[config.mk]
export PLATFORM = sky130hd
export DESIGN_NAME = sign_add_sub
export DESIGN_NICKNAME = d
export VERILOG_FILES = /design/src/rtl/sign_add_sub.sv
export SDC_FILE = /design/constraint.sdc
export NUM_CORES = 1
export LEC_CHECK = 0
export ABC_AREA = 1
export CORE_UTILIZATION = 35
export CTS_BUF_LIST = sky130_fd_sc_hd__clkbuf_4
export DETAILED_ROUTE_END_ITERATION = 16
export HOLD_SLACK_MARGIN = 0.12
export PLACE_DENSITY = 0.7
export SLEW_MARGIN = 10
export SYNTH_ARGS = -nofsm -noshare
export SYNTH_HDL_FRONTEND = slang
export SYNTH_SLANG_ARGS = --single-unit
export TNS_END_PERCENT = 50
[constraint.sdc]
create_clock -name Clk -period 0.8 [get_ports Clk]
set_clock_uncertainty 0.05 [all_clocks]
set_input_delay 0.16 -clock Clk [delete_from_list [all_inputs] [get_ports Clk]]
set_output_delay 0.16 -clock Clk [all_outputs]
set_load 0.01 [all_outputs]
[src/rtl/sign_add_sub.sv]
// Registered two's-complement adder/subtractor built from a ripple chain of full adders.
// One-cycle latency, wrap-around result, signed-overflow flag from the MSB carries.
module sign_add_sub #(
   parameter int INPUT_BIT_WIDTH = 8
) (
   input  logic                              Clk,
   input  logic                              Reset,
   input  logic                              AddSubMode,
   input  logic signed [INPUT_BIT_WIDTH-1:0] InputA,
   input  logic signed [INPUT_BIT_WIDTH-1:0] InputB,
   output logic signed [INPUT_BIT_WIDTH-1:0] Result,
   output logic                              Overflow
);

   localparam int N = INPUT_BIT_WIDTH;

   logic        [N-1:0] w_b_cond;
   logic        [N:0]   w_carry;
   logic        [N-1:0] w_sum;
   logic                w_ovf;
   logic signed [N-1:0] r_result_p1;
   logic                r_ovf_p1;

   // Subtract is A + ~B + 1: invert B and inject the +1 as the chain carry-in.
   assign w_b_cond   = InputB ^ {N{~AddSubMode}};
   assign w_carry[0] = ~AddSubMode;

   for (genvar i = 0; i < N; i++) begin : g_fa
      assign w_sum[i]     = InputA[i] ^ w_b_cond[i] ^ w_carry[i];
      assign w_carry[i+1] = (InputA[i] & w_b_cond[i]) |
                            (w_carry[i] & (InputA[i] ^ w_b_cond[i]));
   end

   assign w_ovf = w_carry[N] ^ w_carry[N-1];

   // Stage p0 -> p1: output register
   always_ff @(posedge Clk or posedge Reset) begin
      if (Reset) begin
         r_result_p1 <= '0;
         r_ovf_p1    <= 1'b0;
      end else begin
         r_result_p1 <= w_sum;
         r_ovf_p1    <= w_ovf;
      end
   end

   assign Result   = r_result_p1;
   assign Overflow = r_ovf_p1;

endmodule

==> flow_metrics.env <==
export IMPL_sequential_share_of_power=0.316
export IMPL_floorplan_die_height_um=42.9
export IMPL_critPathCaptureType="flop"
export IMPL_postSynthCellCount=73
export IMPL_multi_input_comb_area_sq_um=307
export IMPL_antennaDiodeCount=0
export IMPL_status="complete, but fails checks"
export IMPL_grt_max_degree=10
export IMPL_post_dp_cell_area_sq_um=921
export IMPL_grt_setup_unrepaired="yes"
export IMPL_grt_first_pass_wirelength_um=4030
export IMPL_fraction_of_power_consumed_by_combinational_cells=0.484
export IMPL_cp_required_ns=0.89
export IMPL_max_clock_freq_ghz=0.322
export IMPL_filler_cell_count=71
export IMPL_cts_tree="done"
export IMPL_highest_count_cells_in_the_layout_ignoring_fill_and_taps="39 x buf_4, 19 x nand2_1, 17 x inv_1"
export IMPL_htree_levels=1
export IMPL_whs_path_depth=3
export IMPL_buffer_ports_inserted=27
export IMPL_yosysSeqAreaShare=0.384
export IMPL_floorplan_io_pins=28
export IMPL_synth_warning_count=0
export IMPL_timing_max_transition_violations_final=0
export IMPL_place_detailed_hpwl_um=862
export IMPL_max_cap_violations=0
export IMPL_final_antenna_net_count=0
export IMPL_finalHoldViolations=0
export IMPL_maximum_single_stage_delay_on_the_critical_path_ns=0.54
export IMPL_synth_area_per_cell_sq_um=8.04
export IMPL_seqCellArea_sq_um=225
export IMPL_critPathMostFrequentCell="fa_2"
export IMPL_clock_tree_root_cell="clkbuf_4"
export IMPL_dpl_cell_count=118
export IMPL_p_sw_mw=0.563
export IMPL_floorplan_core_area_sq_mm=0.00154
export IMPL_gpl_final_weighted_congestion=0.698
export IMPL_netSwitchingFraction=0.309
export IMPL_post_layout_nonfiller_instances=169
export IMPL_min_delay_path_class="in2reg"
export IMPL_synth_top_cell_area_share=0.384
export IMPL_p_per_area_mw_per_mm2=1330
export IMPL_slowest_cp_cell="fa_2"
export IMPL_layout_area_overhead_vs_synth_pct=133
export IMPL_die_width_um=42.9
export IMPL_fraction_of_layout_instances_using_a_drive_strength_above_1=0.621
export IMPL_cts_root_to_sink_buffers=2
export IMPL_slew_limit_headroom=0.787
export IMPL_worst_ep_arrival_time_ns=3.20
export IMPL_cts_buffers_inserted=3
export IMPL_remaining_drc_errors=0
export IMPL_post_synth_num_cell_types=6
export IMPL_worst_slew_pin_transition_ns=0.320
export IMPL_wl_um=2640
export IMPL_initial_antenna_violation_count=0
export IMPL_detailedRoute_firstIterationViolations=21
export IMPL_detailroute_via_count=779
export IMPL_min_period_ns=3.11
export IMPL_initial_utilization=0.381
export IMPL_critical_path_class="in2reg"
export IMPL_final_design_area_no_fill_sq_mm=0.00137
export IMPL_clkPwrFrac=0.200
export IMPL_die_footprint_sq_mm=0.00184
export IMPL_clock_sinks=9
export IMPL_vdd_ir_drop_worst_mv=0.864
export IMPL_syn_num_nets=99
export IMPL_setup_worst_path_start_class="input port"
export IMPL_num_rows=14
export IMPL_leakage_nw=0.778
export IMPL_nNetsFinal=180
export IMPL_main_area_contributors_after_synthesis="dfrtp_1 38%, fa_1 24%, nand2_1 19%, inv_1 17%, buf_6 1.9%"
export IMPL_worst_hold_slack_ns=0.0872
export IMPL_failed_checks="negative setup slack"
export IMPL_routed_wire_length_per_instance_um=15.6
export IMPL_congestion_overflow_gr=0
export IMPL_iteration_count_of_the_initial_detailed_routing_pass=4
export IMPL_report_final_setup_viol=18
export IMPL_number_of_global_route_vias_before_repair=808
export IMPL_path_cells="buf_12 -> nand2_4 -> buf_6 -> nand2_4 -> fa_2 -> fa_2 -> fa_2 -> fa_2 -> fa_2 -> fa_2 -> fa_2 -> inv_2"
export IMPL_crit_fanout=2
export IMPL_timing_final_ws_setup_ns=-2.31
export IMPL_clk_pin_slew_worst_paths_ns=0.06
export IMPL_globalRouteTotalUtil=0.313
export IMPL_most_common_cell_after_layout_fill_and_taps_aside="buf_4"
export IMPL_dr_vias_cell=4.61
export IMPL_mappedNetlistArea_sq_um=587
export IMPL_yosys_register_bits=9
export IMPL_synth_area_leader_cell="dfrtp_1"
export IMPL_pre_cts_slack_ns=-3.03
export IMPL_power_internal_mw=1.26
export IMPL_finish_utilization=0.886
export IMPL_layout_worst_path_cycle_share=3.88
## path summary, 6_finish.rpt
kind	end	slack [ns]	from
max in group asynchronous	Result[6]$_DFF_PP0_	0.34	Reset
hold / removal	Result[0]$_DFF_PP0_	0.09	InputA[0]
min in group asynchronous	Result[4]$_DFF_PP0_	0.12	Reset
setup / recovery	Result[7]$_DFF_PP0_	-2.31	InputB[0]
## power groups by stage
stage          combinational [mW]  clock, mW  sequential (mW)
2_1_floorplan               0.219          0            0.641
3_3_place_gp                0.585          0            0.580
3_5_place_dp                0.596          0            0.584
4_1_cts                     0.705      0.381            0.572
5_1_grt                     0.942      0.396            0.581
6_report                    0.882      0.365            0.575
## sequential cells by signal, indices dropped and copies added (netlist names)
name	count
Result	8
Overflow	1
## what timing repair did
action | CTS | global route
pin swaps | 12 | 11
endpoints found under the hold margin | 10 | 1
cloned | 0 | 0
endpoints found under the setup margin | 17 | 18
resized for setup | 74 | 27
buffers inserted | 49 | 2
## cell usage after synthesis
master	instances
buf_6	1
dfrtp_1	9
fa_1	7
inv_1	26
inv_2	1
nand2_1	29
## cell type report
cell class                 instances  area share
timing repair buffer              77       0.487
multi-input combinational         36       0.225
sequential                         9       0.165
inverter                          27      0.0871
clock buffer                       4      0.0220
tap                               16      0.0147
## logic make-up after synthesis
family / Yosys count / synth area share
simple gates: 29 / 0.185
flops: 9 / 0.384
fa+ha+maj: 7 / 0.239
buf+inv: 28 / 0.192
## through the flow
step | TNS [ns] | power (mW)
global placement | -18.67 | 1.17
global route | -14.81 | 1.92
detailed placement | -18.86 | 1.18
finish | -14.34 | 1.82
floorplan | -11.64 | 0.860
CTS | -14.07 | 1.66
## critical path, delay by kind of cell
| kind | cells | cell delay (ns) |
|---|---|---|
| buf+inv | 3 | 0.25 |
| simple gates | 2 | 0.11 |
| fa+ha+maj | 7 | 2.66 |
## metal layers
layer	vias to the layer above	routed length, um	global-route usage
li1	353	-	-
met1	371	993	0.384
met2	45	1410	0.512
met3	10	130	0.0383
met4	0	104	0.206
met5	-	0	0
(Power assumes the default switching activity.)
